`src/rtl/demux1_2_if.sv`:
```
// Stream bundle for demux1_2: one input stream (in_*) and two output streams (out0_*, out1_*).
// slave is the block side; master is the producer/consumer side.
interface demux1_2_if #(parameter int N = 32);
  logic         in_valid;
  logic         in_ready;
  logic         in_sel;
  logic [N-1:0] in_data;
  logic         out0_valid;
  logic         out0_ready;
  logic [N-1:0] out0_data;
  logic         out1_valid;
  logic         out1_ready;
  logic [N-1:0] out1_data;

  modport slave (
    input  in_valid, in_sel, in_data, out0_ready, out1_ready,
    output in_ready, out0_valid, out0_data, out1_valid, out1_data
  );

  modport master (
    output in_valid, in_sel, in_data, out0_ready, out1_ready,
    input  in_ready, out0_valid, out0_data, out1_valid, out1_data
  );
endinterface

```
`src/rtl/demux1_2.sv`:
```
// 1-to-2 valid/ready stream demux with a one-entry registered buffer per output.
// Optional per-port transfer counters cnt0/cnt1 when DEMUX_CNT_EN is defined.
module demux1_2 #(
  parameter int N = 32
) (
  input  logic              clk,
  input  logic              rst,
  demux1_2_if.slave         bus
`ifdef DEMUX_CNT_EN
  ,
  output logic [31:0]       cnt0,
  output logic [31:0]       cnt1
`endif
);

  logic [1:0]        out_rdy;
  logic [1:0]        free;
  logic [1:0]        xfer;
  logic [1:0]        load;
  logic              accept;
  logic [1:0]        valid_q, valid_d;
  logic [1:0][N-1:0] data_q,  data_d;

  assign out_rdy = {bus.out1_ready, bus.out0_ready};
  // A buffer can take a word if empty or being drained this cycle.
  assign free    = ~valid_q | out_rdy;
  assign xfer    = valid_q & out_rdy;

  assign bus.in_ready = free[bus.in_sel];
  assign accept       = bus.in_valid & bus.in_ready;
  assign load         = {accept & bus.in_sel, accept & ~bus.in_sel};

  always_comb begin
    valid_d = valid_q;
    data_d  = data_q;
    for (int i = 0; i < 2; i++) begin
      if (load[i]) begin
        valid_d[i] = 1'b1;
        data_d[i]  = bus.in_data;
      end else if (xfer[i]) begin
        valid_d[i] = 1'b0;
      end
    end
  end

  always_ff @(posedge clk) begin
    if (rst) begin
      valid_q <= '0;
      data_q  <= '0;
    end else begin
      valid_q <= valid_d;
      data_q  <= data_d;
    end
  end

  assign bus.out0_valid = valid_q[0];
  assign bus.out0_data  = data_q[0];
  assign bus.out1_valid = valid_q[1];
  assign bus.out1_data  = data_q[1];

`ifdef DEMUX_CNT_EN
  logic [31:0] cnt0_q, cnt0_d;
  logic [31:0] cnt1_q, cnt1_d;

  // Counters wrap naturally at 2^32.
  always_comb begin
    cnt0_d = cnt0_q;
    cnt1_d = cnt1_q;
    if (xfer[0]) cnt0_d = cnt0_q + 32'd1;
    if (xfer[1]) cnt1_d = cnt1_q + 32'd1;
  end

  always_ff @(posedge clk) begin
    if (rst) begin
      cnt0_q <= '0;
      cnt1_q <= '0;
    end else begin
      cnt0_q <= cnt0_d;
      cnt1_q <= cnt1_d;
    end
  end

  assign cnt0 = cnt0_q;
  assign cnt1 = cnt1_q;
`endif

endmodule

```
`src/flat_wrapper.sv`:
```
// flat-port wrapper written by rule: the top's interface ports become plain ports
module demux1_2_flat 
#(
  parameter int N = 32
)
  (clk, rst, bus_in_valid, bus_in_sel, bus_in_data, bus_out0_ready, bus_out1_ready, bus_in_ready, bus_out0_valid, bus_out0_data, bus_out1_valid, bus_out1_data);
  demux1_2_if #(.N(N)) bus_i ();
  input  logic clk;
  input  logic rst;
  input wire logic [$bits(bus_i.in_valid)-1:0] bus_in_valid;
  input wire logic [$bits(bus_i.in_sel)-1:0] bus_in_sel;
  input wire logic [$bits(bus_i.in_data)-1:0] bus_in_data;
  input wire logic [$bits(bus_i.out0_ready)-1:0] bus_out0_ready;
  input wire logic [$bits(bus_i.out1_ready)-1:0] bus_out1_ready;
  output wire logic [$bits(bus_i.in_ready)-1:0] bus_in_ready;
  output wire logic [$bits(bus_i.out0_valid)-1:0] bus_out0_valid;
  output wire logic [$bits(bus_i.out0_data)-1:0] bus_out0_data;
  output wire logic [$bits(bus_i.out1_valid)-1:0] bus_out1_valid;
  output wire logic [$bits(bus_i.out1_data)-1:0] bus_out1_data;
  assign bus_i.in_valid = bus_in_valid;
  assign bus_i.in_sel = bus_in_sel;
  assign bus_i.in_data = bus_in_data;
  assign bus_i.out0_ready = bus_out0_ready;
  assign bus_i.out1_ready = bus_out1_ready;
  assign bus_in_ready = bus_i.in_ready;
  assign bus_out0_valid = bus_i.out0_valid;
  assign bus_out0_data = bus_i.out0_data;
  assign bus_out1_valid = bus_i.out1_valid;
  assign bus_out1_data = bus_i.out1_data;
  demux1_2 #(.N(N)) u_core (.clk(clk), .rst(rst), .bus(bus_i));
endmodule
```
`config.mk`:
```
export PLATFORM = sky130hd
export DESIGN_NAME = demux1_2_flat
export DESIGN_NICKNAME = d
export VERILOG_FILES = /design/src/rtl/demux1_2_if.sv /design/src/rtl/demux1_2.sv /design/src/flat_wrapper.sv
export SDC_FILE = /design/constraint.sdc
export NUM_CORES = 1
export LEC_CHECK = 0
export ABC_AREA = 0
export BUFFER_PORTS_ARGS = -buffer_cell sky130_fd_sc_hd__buf_2
export CAP_MARGIN = 30
export CELL_PAD_IN_SITES_DETAIL_PLACEMENT = 0
export CELL_PAD_IN_SITES_GLOBAL_PLACEMENT = 1
export CORE_UTILIZATION = 37
export DETAILED_ROUTE_END_ITERATION = 10
export PLACE_DENSITY = 0.77
export SYNTH_ARGS = -nofsm -noshare
export SYNTH_HDL_FRONTEND = slang
export SYNTH_SLANG_ARGS = --single-unit
```
`constraint.sdc`:
```
create_clock -name clk -period 1.4 [get_ports clk]
set_input_delay 0.42 -clock clk [delete_from_list [all_inputs] [get_ports clk]]
set_output_delay 0.42 -clock clk [all_outputs]
set_load 0.01 [all_outputs]
```
# Word-level counts from Yosys, hierarchy flattened
# Cells that the tools add are included.
word_totals:
  out_inout_bits: 67
  input_bits: 38
  wordCells: 20
  regBits: 66
op_classes:
  magnitude_cmp: 1
  muxes: 6
  reduce_logical: 2
  n_bitwise: 7
ops:
  columns: ["cell", "n"]
  rows:
  - ["1-bit two-way mux", 6]
  - ["2-bit nonzero test", 2]
  - ["1-bit bitwise AND", 3]
  - ["2-bit bitwise AND", 1]
  - ["1-bit by 2-bit < comparator with 1-bit output (second input constant)", 1]
  - ["2-bit NOT", 1]
  - ["2-bit bitwise OR", 1]
  - ["1-bit NOT", 1]

# Depth between registers and ports, before layout
logic_depth:
  word_depth: 7
  ltp_mapped: 5

# Least setup slack after synthesis
# No wires, ideal clock.
synth_path:
  path_type: "input to output"
  from: "input port bus_out0_ready"
  to: "output port bus_in_ready"
  arrival_time_ns: 0.881
  path_slack_ns: 0.099
  t_required_ns: 0.980
  path_stages: 2
  n_path_buf: 0
  cell_sequence: "nand2b_1 mux2_2"
synth_via:
  elab_chain_cells: 3
synth_lines:
  columns: ["element", "line_no", "source"]
  rows:
  - ["start, declared", "flat_wrapper.sv:13", "input wire logic [$bits(bus_i.out0_ready)-1:0] bus_out0_ready;"]
  - ["2-bit bitwise OR", "demux1_2.sv:26", "assign free = ~valid_q | out_rdy;"]
  - ["1-bit two-way mux (not written as such) (2 in series)", "demux1_2.sv:29", "assign bus.in_ready = free[bus.in_sel];"]
  - ["end, declared", "flat_wrapper.sv:15", "output wire logic [$bits(bus_i.in_ready)-1:0] bus_in_ready;"]
# Every way passes these cells. The select of a mux whose other input is x is not followed.

# Final worst setup path
layout_path:
  from: "register u_core.valid_q[0]"
  to: "output port bus_in_ready"
layout_via:
  elab_chain_cells: 4
layout_lines:
  columns: ["element", "line_no", "source"]
  rows:
  - ["start, declared", "demux1_2.sv:21", "logic [1:0] valid_q, valid_d;"]
  - ["start signal, assigned", "demux1_2.sv:51", "valid_q <= valid_d;"]
  - ["2-bit NOT", "demux1_2.sv:26", null]
  - ["2-bit bitwise OR", "demux1_2.sv:26", null]
  - ["1-bit two-way mux (not written as such) (2 in series)", "demux1_2.sv:29", null]
# Every way passes these cells. The select of a mux whose other input is x is not followed.

==> metrics.md <==
| Metric | Value |
|---|---|
| WP data arrival | 1140 ps |
| Slew Limit Fails | 0 |
| Slew margin rel. | 71.7% |
| Mapped Nets | 290 |
| Critical Path Start Type | flip-flop |
| Largest net degree at the start of global routing | 57 |
| Layout area overhead | 32.5% |
| Min Clock Period, post-route | 1560 ps |
| Tcrit/Tclk final | 111% |
| Die width | 88.5 µm |
| Via count of the first global-routing pass | 1,911 |
| Drc violations | 0 |
| Yosys synthesis warning count | 0 |
| Final antenna-violating net count | 0 |
| First-pass GRT wire length | 8.76 mm |
| Die Ht | 88.5 µm |
| Critical path capture point type | primary output |
| Clk buf depth | 2 |
| Critical Path RT | 980 ps |
| Placed Cells | 446 |
| Clock Sink Count | 66 |
| Initial antenna violation count | 0 |
| Power, Total | 4320 µW |
| Total grt overflow | 0 |
| Fin Clk Skew | 4.28 ps |
| Failing checks | setup timing |
| Total CTS buffers | 9 |
| Leading area contributor after synthesis | dfxtp_1 |
| Post-synth EDFFs | 0 |
| Top cells by count, synth | nand2b_1 (97), dfxtp_1 (66), mux2i_1 (64) |
| Final setup fails | 1 |
| Layout Nets | 398 |
| Commonest register cell after synthesis | dfxtp_1 |
| DR WL/cell | 12.1 µm |
| TritonRoute pass-1 iters | 4 |
| Top post-synthesis cells by area | dfxtp_1 (48%), mux2i_1 (23%), nand2b_1 (22%) |
| # diodes | 0 |
| Hold Crit Class | input pin to flip-flop |
| Post-route setup TNS | -159 ps |
| Worst Path Max Fanout | 2 |
| Multi-input logic area | 0.00132 mm² |
| Rows | 31 |
| WS Path Type | flip-flop to primary output |
| Core Region | 0.00725 mm² |
| Gpl congestion | 0.655 |
| Placed Area | 0.00342 mm² |
| Post-synthesis area per instance | 11.0 µm² |
| Distinct cell type count after synthesis | 15 |
| Vias per cell | 4.34 |
| Initial core utilization | 38.2% |
| H-tree Lvls | 3 |
| Buffers on Ports | 104 |
| Total GRT Usage | 14.8% |
| Final Non-Filler Cells | 463 |
| Share of cells above drive strength 1 | 37.1% |
| DP HPWL | 3.80 mm |
| Flip-flop and latch area | 0.00132 mm² |
| Fmax | 641 MHz |
| Final worst slack | -159 ps |
| Worst Max-Slew Pin Slew | 425 ps |
| Iter 0 DRT Violations | 41 |
| Area share of the largest cell type after synthesis | 47.7% |
| Vias after detailed routing | 2,010 |
| Die area | 0.00783 mm² |
| Final hold vios | 0 |
| Peak supply drop | 0.598 mV |
| Status | complete, but fails checks |
| Fill cells | 688 |
| CTS tree | done |
| CTS root buffer | clkbuf_8 |
| RSZ-0062 raised after global routing | yes |
| Max-Cap Viols | 0 |
| Mapped Area | 0.00277 mm² |
| IO Count | 105 |
| Clk_lat worst skew | 330 ps |
| Final WL | 5.60 mm |
| Hold_buf cts | 0 |
| Static leakage | 0.00182 µW |
| Final instance area | 0.00367 mm² |
| Post-synth ARST share | 0% |
| PwrDens | 1180 mW/mm² |
| Post-Syn Instances | 252 |
| Count leader, synth | nand2b_1 |
| Clock-pin slew on the worst setup and hold paths | 70 ps |
| Register area share after synthesis | 47.7% |
| Synthesized flop and latch total | 66 |
-- cell type report --
class / instances / share of cell area [%]
Clock inverter: 1 / 0.818
Clock buffer: 14 / 5.25
Timing Repair Buffer: 114 / 18.4
Multi-Input combinational cell: 169 / 36.0
Tap cell: 99 / 3.38
Sequential cell: 66 / 36.1
-- what timing repair did --
item	4_1_cts	5_1_grt
setup endpoints to repair	1	1
gates resized for setup	4	0
cloned	0	0
buffers inserted	1	1
-- layer usage --
layer	GRT usage (%)	wire, µm	up-vias
met5	0	0	-
li1	-	-	1045
met1	17.4	2600	884
met4	7.92	114	0
met3	7.28	538	10
met2	22.3	2340	71
-- cells in the final DEF, fill, tap and decap left out, drive strengths merged --
cell type and count:
nand2b 98, buf 114, nand3 1, mux2 1
mux2i 64, bufinv 1, dfxtp 66, and3b 1
nand3b 1, clkbuf 14, and3 1, a21oi 2
-- power breakdown --
part           switching [µW]  internal, µW
sequential               47.6          1980
combinational             253           284
clock                     698          1060
-- metrics by stage --
stage	setup slack [ps]	hold slack, ps	util [%]
2_1_floorplan	99.4	492	-
3_3_place_gp	-94.8	455	47.1
3_5_place_dp	-102	457	47.1
4_1_cts	-178	347	50.5
5_1_grt	-207	358	50.6
6_report	-159	364	50.6
-- worst max-delay path, cell delays in order (launching register included) --
cell and delay [ps]:
dfxtp_2 330, nand2b_1 70, mux2_4 280, buf_6 120
-- sequential cells by signal, indices dropped and copies added, names as in the netlist --
name                  cells
u_core.valid_q            2
u_core.bus.out1_data     32
u_core.bus.out0_data     32
-- kinds of logic after synthesis --
family / synth area share (%)
simple gates: 23.7
flops: 47.7
mux: 23.5
buf+inv: 4.65
compound gates: 0.362
-- final timing paths --
kind                                               start                  endpoint  slack, ps  depth (start not counted)
worst max-delay path                   u_core.valid_q[0]              bus_in_ready       -160                          3
worst min-delay path                     bus_in_data[23]  u_core.bus.out1_data[23]        360                          3
worst max register to register         u_core.valid_q[1]  u_core.bus.out1_data[14]        110                          4
worst min register to register  u_core.bus.out1_data[19]  u_core.bus.out1_data[19]        470                          2
No activity file was read; power rests on OpenSTA's default activity.
